===== src/rtl/serial_addsub_if.sv =====
// Handshake and data bundle for the bit-serial adder/subtractor.
// The requester drives the operands; the unit returns the result and flags.
interface serial_addsub_if #(
  parameter int WIDTH = 8
);
  logic             start;
  logic             sub;
  logic [WIDTH-1:0] a;
  logic [WIDTH-1:0] b;
  logic             busy;
  logic             done;
  logic [WIDTH-1:0] result;
  logic             cout;
  logic             ovf;

  modport master (
    output start, sub, a, b,
    input  busy, done, result, cout, ovf
  );

  modport slave (
    input  start, sub, a, b,
    output busy, done, result, cout, ovf
  );
endinterface


===== src/rtl/serial_addsub.sv =====
// Bit-serial adder/subtractor: one full-adder slice with a registered carry,
// LSB first over WIDTH cycles; subtraction is a + ~b + 1.
module serial_addsub #(
  parameter int WIDTH = 8
) (
  input  logic           clk,
  input  logic           rst,
  serial_addsub_if.slave bus
);
  localparam int CW = $clog2(WIDTH);
  localparam logic [CW-1:0] LAST = CW'(WIDTH - 1);

  typedef enum logic [0:0] {IDLE = 1'b0, RUN = 1'b1} state_t;

  function automatic logic fa_sum(input logic x, input logic y, input logic c);
    return x ^ y ^ c;
  endfunction

  function automatic logic fa_carry(input logic x, input logic y, input logic c);
    return (x & y) | (x & c) | (y & c);
  endfunction

  state_t           state_r, state_s;
  logic [WIDTH-1:0] opa_r, opa_s, opb_r, opb_s, acc_r, acc_s, result_r, result_s;
  logic [CW-1:0]    bitcnt_r, bitcnt_s;
  logic             carry_r, carry_s, mode_r, mode_s;
  logic             busy_r, busy_s, done_r, done_s, cout_r, cout_s, ovf_r, ovf_s;
  logic             sum_s, carry_next_s;

  // Next-state, datapath and flag computation.
  always_comb begin
    state_s      = state_r;
    opa_s        = opa_r;
    opb_s        = opb_r;
    acc_s        = acc_r;
    result_s     = result_r;
    bitcnt_s     = bitcnt_r;
    carry_s      = carry_r;
    mode_s       = mode_r;
    busy_s       = busy_r;
    done_s       = 1'b0;
    cout_s       = cout_r;
    ovf_s        = ovf_r;
    sum_s        = fa_sum(opa_r[0], opb_r[0], carry_r);
    carry_next_s = fa_carry(opa_r[0], opb_r[0], carry_r);
    case (state_r)
      IDLE: begin
        if (bus.start) begin
          opa_s    = bus.a;
          opb_s    = bus.sub ? ~bus.b : bus.b;
          carry_s  = bus.sub;
          mode_s   = bus.sub;
          bitcnt_s = '0;
          busy_s   = 1'b1;
          state_s  = RUN;
        end else begin
          state_s  = IDLE;
        end
      end
      RUN: begin
        opa_s    = {1'b0, opa_r[WIDTH-1:1]};
        opb_s    = {1'b0, opb_r[WIDTH-1:1]};
        acc_s    = {sum_s, acc_r[WIDTH-1:1]};
        carry_s  = carry_next_s;
        bitcnt_s = bitcnt_r + CW'(1);
        if (bitcnt_r == LAST) begin
          // carry_r here is the carry into the MSB, so it decides signed overflow
          result_s = {sum_s, acc_r[WIDTH-1:1]};
          cout_s   = mode_r ? ~carry_next_s : carry_next_s;
          ovf_s    = carry_r ^ carry_next_s;
          done_s   = 1'b1;
          busy_s   = 1'b0;
          state_s  = IDLE;
        end else begin
          state_s  = RUN;
        end
      end
      default: begin
        state_s = IDLE;
        busy_s  = 1'b0;
      end
    endcase
  end

  // FSM state register.
  always_ff @(posedge clk) begin
    if (rst) begin
      state_r <= IDLE;
    end else begin
      state_r <= state_s;
    end
  end

  // Datapath and output registers.
  always_ff @(posedge clk) begin
    if (rst) begin
      opa_r    <= '0;
      opb_r    <= '0;
      acc_r    <= '0;
      result_r <= '0;
      bitcnt_r <= '0;
      carry_r  <= 1'b0;
      mode_r   <= 1'b0;
      busy_r   <= 1'b0;
      done_r   <= 1'b0;
      cout_r   <= 1'b0;
      ovf_r    <= 1'b0;
    end else begin
      opa_r    <= opa_s;
      opb_r    <= opb_s;
      acc_r    <= acc_s;
      result_r <= result_s;
      bitcnt_r <= bitcnt_s;
      carry_r  <= carry_s;
      mode_r   <= mode_s;
      busy_r   <= busy_s;
      done_r   <= done_s;
      cout_r   <= cout_s;
      ovf_r    <= ovf_s;
    end
  end

  assign bus.busy   = busy_r;
  assign bus.done   = done_r;
  assign bus.result = result_r;
  assign bus.cout   = cout_r;
  assign bus.ovf    = ovf_r;
endmodule

===== src/flat_wrapper.sv =====
// flat-port wrapper written by rule: the top's interface ports become plain ports
module serial_addsub_flat 
#(
  parameter int WIDTH = 8
)
  (clk, rst, bus_start, bus_sub, bus_a, bus_b, bus_busy, bus_done, bus_result, bus_cout, bus_ovf);
  serial_addsub_if #(.WIDTH(WIDTH)) bus_i ();
  input  logic clk;
  input  logic rst;
  input wire logic [$bits(bus_i.start)-1:0] bus_start;
  input wire logic [$bits(bus_i.sub)-1:0] bus_sub;
  input wire logic [$bits(bus_i.a)-1:0] bus_a;
  input wire logic [$bits(bus_i.b)-1:0] bus_b;
  output wire logic [$bits(bus_i.busy)-1:0] bus_busy;
  output wire logic [$bits(bus_i.done)-1:0] bus_done;
  output wire logic [$bits(bus_i.result)-1:0] bus_result;
  output wire logic [$bits(bus_i.cout)-1:0] bus_cout;
  output wire logic [$bits(bus_i.ovf)-1:0] bus_ovf;
  assign bus_i.start = bus_start;
  assign bus_i.sub = bus_sub;
  assign bus_i.a = bus_a;
  assign bus_i.b = bus_b;
  assign bus_busy = bus_i.busy;
  assign bus_done = bus_i.done;
  assign bus_result = bus_i.result;
  assign bus_cout = bus_i.cout;
  assign bus_ovf = bus_i.ovf;
  serial_addsub #(.WIDTH(WIDTH)) u_core (.clk(clk), .rst(rst), .bus(bus_i));
endmodule

===== config.mk =====
export PLATFORM = sky130hd
export DESIGN_NAME = serial_addsub_flat
export DESIGN_NICKNAME = d
export VERILOG_FILES = /design/src/rtl/serial_addsub_if.sv /design/src/rtl/serial_addsub.sv /design/src/flat_wrapper.sv
export SDC_FILE = /design/constraint.sdc
export NUM_CORES = 1
export LEC_CHECK = 0
export CELL_PAD_IN_SITES_DETAIL_PLACEMENT = 1
export CELL_PAD_IN_SITES_GLOBAL_PLACEMENT = 1
export CORE_ASPECT_RATIO = 1.75
export CORE_MARGIN = 4
export CORE_UTILIZATION = 40
export CTS_CLUSTER_SIZE = 24
export DETAILED_ROUTE_END_ITERATION = 8
export GPL_ROUTABILITY_DRIVEN = 0
export PLACE_DENSITY_LB_ADDON = 0.1
export SYNTH_ARGS = -nofsm -noshare
export SYNTH_HDL_FRONTEND = slang
export SYNTH_SLANG_ARGS = --single-unit

===== constraint.sdc =====
create_clock -name clk -period 4.1 [get_ports clk]
set_clock_uncertainty 0.15 [all_clocks]
set_input_delay 0.615 -clock clk [delete_from_list [all_inputs] [get_ports clk]]
set_output_delay 0.615 -clock clk [all_outputs]
set_load 0.05 [all_outputs]

==> metrics list <==
* Post-synthesis share of cell area spent on full adders, half adders and majority gates: 3.215%
* Crit path required time: 3.34 ns
- Complex-gate fraction of the synthesized area: 14.26%
- The later pin in the worst-skew pair is clocked with a latency of 0.29 ns.
- Final count of hold timing violations: 0
- Share of cells above drive strength 1: 8.520%
* Area of the core: 0.004364 sq mm
* Final-report setup violation count: 0
* Critical path class: register to primary output
- PostCTS Resize Cnt: 0
- Leftover overflow at the end of global routing: 0
- Pwr/cell area: 387.9 mW/mm^2
* Post-detail-place hpwl: 2716 um
- DRC violation count after routing: 0
- Post-synthesis instance total: 196
* Number of ports placed on the die boundary: 32
* Largest stage delay, worst path: 0.81 ns
- Of the synthesized area, sequential elements account for 45.84%.
- Data on the critical path arrives at its endpoint at 1.45 ns.
- Setup Buffers After CTS: 0
* Maximum fanout along the worst path: 3
- In this run the vertical extent of the chip is 96.51 um.
* Highest Clock Rate: 0.4519 GHz
- Maximum number of pins on one net before global-route repair: 51
- Summed over all instances, the cell type with the most area after synthesis is dfxtp_1.
- VDD IR max: 0.2267 mV
- Distinct cells, synth: 25
- Kind of end point of the critical path: primary output
- # hold bufs at CTS: 0
* Number of placed instances, taps included: 266
* Setup repair after global routing missed its margin: false
* Post-synth ARST share: 0%
- Cells fill 50.83% of the core in the end.
* Worst slew pin tran: 0.9573 ns
* TritonRoute pass-1 iters: 3
- Maximum clock path buffer count: 2
- Quantity of I/O buffers inserted on ports: 31
- From left edge to right edge, the die measures 58.58 um.
- The kind of cell with the highest combined delay along the critical path is buffers and inverters.
* Vias in the first global route: 1420
- Dividing the detail-routed via count by the number of cells gives 5.066.
- After synthesis, the share of cell area in mux cells is 10.13%.
- The run finished with clean final reports.
- The H-tree was split into 2 levels.
- STA classifies the critical path startpoint as a register.
- The first global-routing pass estimated 6341 um of wire.
* Initial antenna violation count: 0
- Of the total synthesized cell area, the portion taken by AND, OR, NAND and NOR gates is 17.05%.
* Leakage power figure: 0.8280 nW
- Number of register bits inferred by synthesis: 41
- Slew Limit Fails: 0
* Root buffer selected by CTS: clkbuf_8
* Area of the die: 0.005653 sq mm
* Share of Yosys cell area claimed by the top area cell type: 45.84%
- After routing, the total negative slack on setup checks comes to 0 ns.
- Buffers inserted during clock tree synthesis total 5.
- Final Non-Filler Cells: 274
- WHS: 0.3136 ns
* Top FF cell, synth: dfxtp_1
- The signal on the critical path passes through clkdlybuf4s50_1.
- For this run, the post-layout net count is 246.
- After synthesis, the mean cell area works out to 9.135 sq um.
- Detailed-route wire length: 3819 um
- Antenna-violating nets left: 0
* Clock Sinks: 41
* Classification of the worst-slack hold path: register to register
- Once layout is done, the placed cells without fillers occupy 0.002218 sq mm.
- Most numerous cell types in the synthesized netlist: 41 x dfxtp_1, 32 x nand2_1, 24 x nor2_1
* Worst path buffer plus inverter count: 1
- Standard-cell rows: 32
- Of the available clock period, the critical path in the final layout requires 53.98%.
* Detailed-route wire length per cell: 13.94 um
- Synthesized netlist net count: 220
- Dominant combinational cell family by area after synthesis: simple AND/OR/NAND/NOR gates
- Slew margin rel.: 36.18%
- Sorting the synthesized cells by area gives the leading types as dfxtp_1 46%, mux2i_1 9.5%, nand2_1 6.7%, nor2_1 5.0%, xnor2_1 4.9%.
- Subtracting the final worst setup slack from the clock period gives 2.213 ns.
- Post-synthesis cell area: 0.001790 sq mm
* Clock tree from TritonCTS: built
* Yosys Warn Count: 0
- Most instantiated library cell after synthesis: dfxtp_1
* Starting density of the core: 41.03%
- Number of max-cap violations: 0
- Number of antenna cells inserted: 0
- Via count: 1388
* First DRT Iteration DRCs: 22
* Post-place instance area: 0.002102 sq mm
- Total routing resource utilization after global routing: 14.79%
- Clock-pin slew of the registers on the worst-case setup and hold paths: 0.07 ns
* Slowest cell on crit path: clkdlybuf4s50_1
* Xor and xnor area share after synthesis: 4.892%
- Number of enable flip-flop cells after synthesis: 0
- Compared with the post-synthesis result, the final layout area differs by 23.90%.
## state kept, by name, summed over array words and instances (netlist names)
| register | count |
|---|---|
| u_core.bus.result | 8 |
| u_core.bitcnt_r | 3 |
| u_core.carry_r | 1 |
| u_core.bus.done | 1 |
| u_core.mode_r | 1 |
| u_core.acc_r | 7 |
| u_core.state_r | 1 |
| u_core.bus.busy | 1 |
| u_core.bus.cout | 1 |
| u_core.bus.ovf | 1 |
| u_core.opb_r | 8 |
| u_core.opa_r | 8 |
## worst reg2reg max path, cell delays in order (launching register included)
cell,delay [ns]
dfxtp_2,0.97
and2_1,0.54
nor2_1,0.09
a211oi_1,0.22
## final cells by class
type | count | area, sq um
Inverter | 1 | 3.754
Clock buffer | 7 | 86.33
Tap cell | 51 | 63.81
Clock inverter | 1 | 30.03
Multi-Input combinational cell | 140 | 887.1
Sequential cell | 41 | 822.0
Timing Repair Buffer | 33 | 325.3
Fill cell | 520 | 2146
## cells by family after synthesis
group / count (synthesis)
DFF: 41
buffers and inverters: 15
adders and majority gates: 4
muxes: 18
xor gates and xnor gates: 10
AOI/OAI and AO/OA: 37
and+or+nand+nor: 71
## final timing paths
| kind | slack, ns | depth (start not counted) | end | from |
|---|---|---|---|---|
| worst min register to register | 0.31 | 2 | u_core.bus.result[4]$_SDFFE_PP0P_ | u_core.bus.result[4]$_SDFFE_PP0P_ |
| worst max-delay path | 1.89 | 1 | bus_busy | u_core.bus.busy$_SDFFE_PP0P_ |
| worst max register to register | 2.06 | 3 | u_core.bus.ovf$_SDFFE_PP0P_ | u_core.state_r$_SDFF_PP0_ |
| worst min-delay path | 0.31 | 2 | u_core.bus.result[4]$_SDFFE_PP0P_ | u_core.bus.result[4]$_SDFFE_PP0P_ |
## layer usage
metal	wire [um]	vias to the layer above	global-route usage [%]
met5	0	-	0
met4	77	0	7.372
met2	2050	24	25.93
met1	1525	653	16.06
met3	165	7	3.989
li1	-	704	-
## metrics by stage
stage               total power, mW  setup slack, ns
floorplan                    0.5062            2.617
detailed placement           0.5403            1.802
finish                       0.8605            1.887
global placement             0.5327            1.866
CTS                          0.8713            1.862
global route                 0.9014            1.835
## power by group
group	switching, mW	internal [mW]	leakage, nW
logic	0.0421	0.0530	0.435
clock network	0.133	0.198	0.0585
registers	0.0198	0.414	0.335
total	0.195	0.666	0.828
## cells in the final DEF, fill, tap and decap left out, types with 2 or more instances in the layout
master / n
a21oi_1: 12
nor2_1: 24
o21ai_0: 7
mux2i_1: 17
ha_1: 3
nor3_1: 2
a211o_1: 7
dfxtp_1: 40
nand2_1: 32
buf_4: 2
a211oi_1: 2
clkdlybuf4s50_1: 31
xnor2_1: 10
clkbuf_8: 6
a21oi_2: 7
nor3b_1: 3
nor2b_1: 8
Power figures use the tool's default switching activity.
